<file path="src/rtl/tick_bcd_counter.sv">
// Purpose: synchronizes a slow divided clock (TICK_CLK), detects its rising edges and
//          counts them in a DIGITS-wide BCD counter under start/stop/clear control.
// Latency: TICK_CLK first sampled high at CLK_IN edge k -> TICK_SEEN/BCD_OUT update at k+SYNC_STAGES.
// Backpressure: none; every detected edge is acted on in the cycle it appears.
//
// Build option: define TICK_BCD_MINSEC_EN for MM:SS-style counting (odd-indexed digits
// roll over after 5, even-indexed digits after 9). Undefined: every digit rolls over after 9.
//
// Ports:
//   CLK_IN      system clock, all logic rising-edge
//   RESET_N     asynchronous active-low reset
//   TICK_CLK    slow asynchronous clock; only its rising edges matter
//   START_STOP  one-cycle pulse, toggles run/pause (IDLE -> RUN on first pulse)
//   CLEAR       one-cycle pulse, zeroes the count and returns to IDLE
//   BCD_OUT     count, digit 0 in BCD_OUT[3:0]
//   RUNNING     high while in RUN
//   TICK_SEEN   one-cycle pulse per detected TICK_CLK rising edge, in any state
//   WRAP        one-cycle pulse when the count rolls from all-max to zero
module tick_bcd_counter #(
   parameter int DIGITS      = 4,
   parameter int SYNC_STAGES = 2
) (
   input  logic                CLK_IN,
   input  logic                RESET_N,
   input  logic                TICK_CLK,
   input  logic                START_STOP,
   input  logic                CLEAR,
   output logic [4*DIGITS-1:0] BCD_OUT,
   output logic                RUNNING,
   output logic                TICK_SEEN,
   output logic                WRAP
);

`ifdef TICK_BCD_MINSEC_EN
   localparam bit MINSEC_EN = 1'b1;
`else
   localparam bit MINSEC_EN = 1'b0;
`endif

   // The detector stays disarmed until the chain and history flop have been
   // filled with real samples, so a TICK_CLK already high at reset release
   // is not mistaken for a rising edge.
   localparam int                ARM_W      = $clog2(SYNC_STAGES + 2);
   localparam logic [ARM_W-1:0]  ARM_CYCLES = ARM_W'(SYNC_STAGES + 1);

   typedef enum logic [1:0] {
      ST_IDLE  = 2'd0,
      ST_RUN   = 2'd1,
      ST_PAUSE = 2'd2
   } state_t;

   state_t                state_q;
   state_t                state_nxt;

   logic [SYNC_STAGES-1:0] sync_q;
   logic                   hist_q;
   logic [ARM_W-1:0]       arm_cnt_q;
   logic                   armed;
   logic                   tick_edge;
   logic                   count_tick;

   logic [4*DIGITS-1:0]    cnt_q;
   logic [4*DIGITS-1:0]    cnt_inc;
   logic [4*DIGITS-1:0]    cnt_nxt;
   logic                   all_max;
   logic                   carry;
   logic                   wrap_nxt;

   function automatic logic [3:0] digit_max(input int idx);
      return (MINSEC_EN && (idx % 2 == 1)) ? 4'd5 : 4'd9;
   endfunction

   // ------------------------------------------------------------------
   // Synchronizer, edge history and arming counter
   // ------------------------------------------------------------------
   always_ff @(posedge CLK_IN or negedge RESET_N) begin
      if (!RESET_N) begin
         sync_q    <= '0;
         hist_q    <= 1'b0;
         arm_cnt_q <= '0;
      end else begin
         sync_q <= {sync_q[SYNC_STAGES-2:0], TICK_CLK};
         hist_q <= sync_q[SYNC_STAGES-1];
         if (!armed) begin
            arm_cnt_q <= arm_cnt_q + ARM_W'(1);
         end
      end
   end

   assign armed     = (arm_cnt_q == ARM_CYCLES);
   assign tick_edge = armed & sync_q[SYNC_STAGES-1] & ~hist_q;

   // CLEAR outranks a tick, so a tick arriving with CLEAR is dropped.
   assign count_tick = tick_edge & (state_q == ST_RUN) & ~CLEAR;

   // ------------------------------------------------------------------
   // BCD increment: ripple carry through all digits in one cycle.
   // all_max is the carry out of the top digit, i.e. the wrap condition.
   // ------------------------------------------------------------------
   always_comb begin
      cnt_inc = cnt_q;
      carry   = 1'b1;
      for (int i = 0; i < DIGITS; i++) begin
         if (carry) begin
            if (cnt_q[4*i +: 4] == digit_max(i)) begin
               cnt_inc[4*i +: 4] = 4'd0;
            end else begin
               cnt_inc[4*i +: 4] = cnt_q[4*i +: 4] + 4'd1;
               carry             = 1'b0;
            end
         end
      end
      all_max = carry;
   end

   // ------------------------------------------------------------------
   // Control state machine: next state and datapath next values
   // ------------------------------------------------------------------
   always_comb begin
      state_nxt = state_q;
      cnt_nxt   = cnt_q;
      wrap_nxt  = 1'b0;

      if (CLEAR) begin
         state_nxt = ST_IDLE;
         cnt_nxt   = '0;
      end else begin
         // The tick is evaluated against the current state, so a tick with
         // START_STOP in RUN is counted before moving to PAUSE, while one in
         // PAUSE/IDLE is not counted.
         if (count_tick) begin
            cnt_nxt  = cnt_inc;
            wrap_nxt = all_max;
         end
         if (START_STOP) begin
            case (state_q)
               ST_RUN:  state_nxt = ST_PAUSE;
               default: state_nxt = ST_RUN;
            endcase
         end
      end
   end

   always_ff @(posedge CLK_IN or negedge RESET_N) begin
      if (!RESET_N) begin
         state_q   <= ST_IDLE;
         cnt_q     <= '0;
         RUNNING   <= 1'b0;
         TICK_SEEN <= 1'b0;
         WRAP      <= 1'b0;
      end else begin
         state_q   <= state_nxt;
         cnt_q     <= cnt_nxt;
         // Decoded from the next state so RUNNING tracks state_q exactly.
         RUNNING   <= (state_nxt == ST_RUN);
         TICK_SEEN <= tick_edge;
         WRAP      <= wrap_nxt;
      end
   end

   assign BCD_OUT = cnt_q;

endmodule

</file>
<file path="config.mk">
export PLATFORM = sky130hd
export DESIGN_NAME = tick_bcd_counter
export DESIGN_NICKNAME = d
export VERILOG_FILES = /design/src/rtl/tick_bcd_counter.sv
export SDC_FILE = /design/constraint.sdc
export NUM_CORES = 1
export LEC_CHECK = 0
export CORE_MARGIN = 4
export CORE_UTILIZATION = 25
export DETAILED_ROUTE_END_ITERATION = 8
export SLEW_MARGIN = 20
export SYNTH_ARGS = -nofsm -noshare
export SYNTH_HDL_FRONTEND = slang
export SYNTH_SLANG_ARGS = --single-unit
</file>
<file path="constraint.sdc">
create_clock -name CLK_IN -period 2.3 [get_ports CLK_IN]
set_clock_uncertainty 0.05 [all_clocks]
set_input_delay 0.46 -clock CLK_IN [delete_from_list [all_inputs] [get_ports CLK_IN]]
set_output_delay 0.46 -clock CLK_IN [all_outputs]
set_load 0.01 [all_outputs]
</file>
* Word level (Yosys, flattened, before mapping) *
Index checks and enable logic that the tools add are counted.

storage, ports and cells
  word-level logic and storage cells = 57
  output and inout port bits = 19
  input bits = 5
  bits in registers = 26

cells by class
  $add $sub $neg = 5
  eq/ne operators = 7
  mux-type cells = 21
  reduce and logical (&&, ||, !) cells = 7
  bitwise operators = 6

operators by type and width
  cell                                                                    count
  16-bit 2-to-1 mux                                                       2
  4-bit 2-to-1 mux                                                        7
  4-bit by 1-bit adder with 4-bit output (second input constant)          4
  4-bit equality test (second input constant)                             4
  1-bit 2-to-1 mux                                                        9
  2-bit nonzero test                                                      4
  2-bit 2-to-1 mux                                                        3
  2-bit AND reduction                                                     3
  1-bit bitwise AND                                                       4
  2-bit by 1-bit equality test with 1-bit output (second input constant)  2
  2-bit by 1-bit adder with 2-bit output (second input constant)          1
  2-bit equality test (second input constant)                             1
  1-bit inverter                                                          2

* Longest topological paths before layout *
  depth after elaboration = 7
  mapped depth = 7
  depth with buffers taken out = 6

* Worst setup path after synthesis *
No wires, ideal clock.

  path type = reg2reg
  start point = reg cnt_q[5] (netlist: BCD_OUT[5])
  end point = reg cnt_q[15] (netlist: BCD_OUT[15])
  required time = 2.172 ns
  stages on the path, launching flop included = 7
  path slack = 0.574 ns
  clock period less this slack = 1.726 ns
  library setup time = 0.078 ns
  arrival = 1.598 ns
  path buffers = 0
  cells stage by stage = dfrtp_1 inv_1 ha_1 and3b_1 nand4_2 or4_1 a21oi_1

on the way
  cells in the longest elaborated chain, start to end = 6

ends and longest elaborated chain
  what                            RTL line  source
  start, declared                 62        logic [4*DIGITS-1:0] cnt_q;
  start signal, assigned          153       cnt_q <= cnt_nxt;
  4-bit equality test             105       if (cnt_q[4*i +: 4] == digit_max(i)) begin
  1-bit 2-to-1 mux                105
  1-bit 2-to-1 mux (2 in series)  104       if (carry) begin
  2-bit nonzero test (no line)    n/a
  2-bit AND reduction (no line)   n/a

No other way between the ends.
A chain may end at the register's enable or synchronous reset.

* Worst setup path after layout *
Same ends and word-level chain as after synthesis.

==> metrics.yaml <==
grt_max_degree: 27
grt_setup_unrepaired: "false"
fin_nets: 167
grt_use_total_pct: 8.53
synth_area_per_cell_um2: 10.2
worstPathRequired_ns: 2.44
pre_cts_ws_ns: 0.315
synth_cell_types: 34
grt_first_pass_wirelength_um: 4330
min_path_type: "flop to flop"
synth_top_family_by_area: "simple AND/OR/NAND/NOR gates"
yosys.area_share.adder_pct: 6.70
synth-async-reset-ratio_pct: 100
cts_setup_buffers: 0
fin_hold_ws_ns: 0.314
worst-slew-pin-transition_ns: 0.332
drt_iter0_drc: 65
std_cell_rows: 26
peakVddDrop_uv: 263
wl_um: 2640
dr_wl_met3_um: 107
core_area_um2: 5070
io_buffer_count: 23
end_kind: "flop"
yosysSeqAreaShare_pct: 49.8
multi_input_area_um2: 618
wl_met1_um: 1260
cts_tree: "built"
area_growth_pct: 27.7
synthSimpleGateAreaFrac_pct: 25.5
synth_commonest_cells: "dfrtp_1 (26), nor2_1 (14), a21oi_1 (11)"
cts_resized: 0
ys.flop_type: "dfrtp_1"
insertion_delay_ns: 0.26
cts_sinks: 26
crit_chain: "inv_1 > ha_1 > and3b_1 > nand4_2 > or4_1 > a21oi_1"
fin_crit_sh_pct: 87.0
num-fill-cells: 549
die-area_um2: 6450
max-cap-violations: 0
syn_area_um2: 1310
crit_type: "flop to flop"
die_y_um: 80.3
arrival_ns: 2.14
setup_viol: 0
dieWidth_um: 80.3
leakagePower_nw: 0.675
synth_mux_area_share_pct: 3.16
ant_nets: 0
dr.pass1.iters: 4
setup_tns_ns: 0
layout-drive-gt1-share_pct: 7.84
ff2ff_setup_slack_ns: 0.30
viasPerCell: 4.47
final-max-slew-violation-count: 0
wire_per_inst_um: 11.9
final_cell_area_um2: 1670
slew_headroom_pct: 77.9
ctsHoldBuffers: 0
synth_top_area_share_pct: 49.8
synth_area_leaders: "dfrtp_1 (50%), ha_1 (6.7%), a21oi_1 (4.2%), nor2_1 (4.0%), mux2i_1 (2.3%)"
gr-total-overflow: 0
synth-seq-cells: 26
post-route-min-period_ns: 2.00
crit_fanout: 14
vias: 996
clkTransAtPathRegs_ns: 0.08
finalHoldViolCount: 0
start_util_pct: 25.8
yosysTopAreaCell: "dfrtp_1"
critPathSlowestCell: "or4_1"
clockBufferDepth: 2
yosys_warnings: 0
dr_wl_met2_um: 1260
numCtsBuffers: 3
antenna_found_initial: 0
topRoutingLayerUsed: "met4"
synthXorXnorAreaFrac_pct: 2.68
syn-num-nets: 140
hpwlAfterDp_um: 1970
pin_count: 24
synth_most_common_cell: "dfrtp_1"
grt_pass1_vias: 927
cts-root-buf: "clkbuf_8"
placed_cell_area_um2: 1630
synth_compound_area_share_pct: 9.28
drc: 0
place_congestion: 0.832
synth_cells: 128
critPathMaxStageDelay_ns: 0.54
power_density_nw_per_um2: 460
status: "finished clean"
max_freq_mhz: 500
ctsHtreeMaxLevel: 1
n_antenna_cell: 0
regArea_um2: 651
synth-edff-count: 0
crit_path_start_kind: "flop"
setup_ws_ns: 0.299
[area by class of cell]
type	count	share of cell area, %
multi-input combinational	92	37.0
timing repair buffer	25	14.7
tap	70	5.25
inverter	7	1.57
clock buffer	3	2.47
sequential	26	39.0
[cells by family after synthesis]
group,after synthesis
adders and majority gates,7
DFF,26
muxes,4
xor gates and xnor gates,4
AOI/OAI and AO/OA,22
and+or+nand+nor,55
buffers and inverters,10
[final timing paths]
kind,from,cells after the start,end
max in group asynchronous,RESET_N,2,BCD_OUT[10]
setup / recovery,BCD_OUT[5],6,BCD_OUT[15]
setup reg to reg,BCD_OUT[5],6,BCD_OUT[15]
hold reg to reg,sync_q[0],0,sync_q[1]
hold / removal,sync_q[0],0,sync_q[1]
min in group asynchronous,RESET_N,2,BCD_OUT[7]
[metal layers]
metal | GRT usage, % | vias up
met5 | 0 | -
met1 | 10.9 | 469
li1 | - | 507
met2 | 13.9 | 18
met3 | 2.47 | 2
met4 | 2.36 | 0
[power breakdown]
group	internal [mW]	switching, mW	total (mW)
Combinational	0.0213	0.0270	0.0483
Sequential	0.465	0.00539	0.470
Clock	0.117	0.131	0.248
Total	0.603	0.164	0.767
[critical path, delay by kind of cell (launching register included)]
family	cells	cell delay [ns]
AOI/OAI and AO/OA	1	0.15
DFF	1	0.44
buffers and inverters	1	0.08
adders and majority gates	1	0.15
and+or+nand+nor	3	1.07
[flip-flops by register name, summed over array words and instances, names as in the netlist]
name       flops
BCD_OUT       16
arm_cnt_q      2
sync_q         2
TICK_SEEN      1
state_q        2
hist_q         1
WRAP           1
RUNNING        1
[placed cells by master (no fill, tap or decap), drive strengths merged]
cell,n
nand3b,3
nor2b,4
and2,1
nand4b,1
nor3b,1
or4,3
a21oi,11
or3,4
nand2,7
buf,2
mux2i,3
and3b,3
or3b,1
a211oi,1
ha,7
nand4,4
and4b,1
clkbuf,3
and4,1
o31ai,3
nor4,2
xnor2,3
clkdlybuf4s50,23
nand3,4
xor2,1
nor3,1
dfrtp,26
mux2,1
inv,7
a31oi,1
nor2,14
o21ai,6
[metrics by stage]
step	utilization (%)	std cells	total power [mW]
6_report	32.9	223	0.767
5_1_grt	32.9	223	0.808
4_1_cts	32.9	223	0.782
3_5_place_dp	32.1	220	0.530
3_3_place_gp	32.1	220	0.529
2_1_floorplan	-	128	0.498
(Power assumes the default switching activity.)
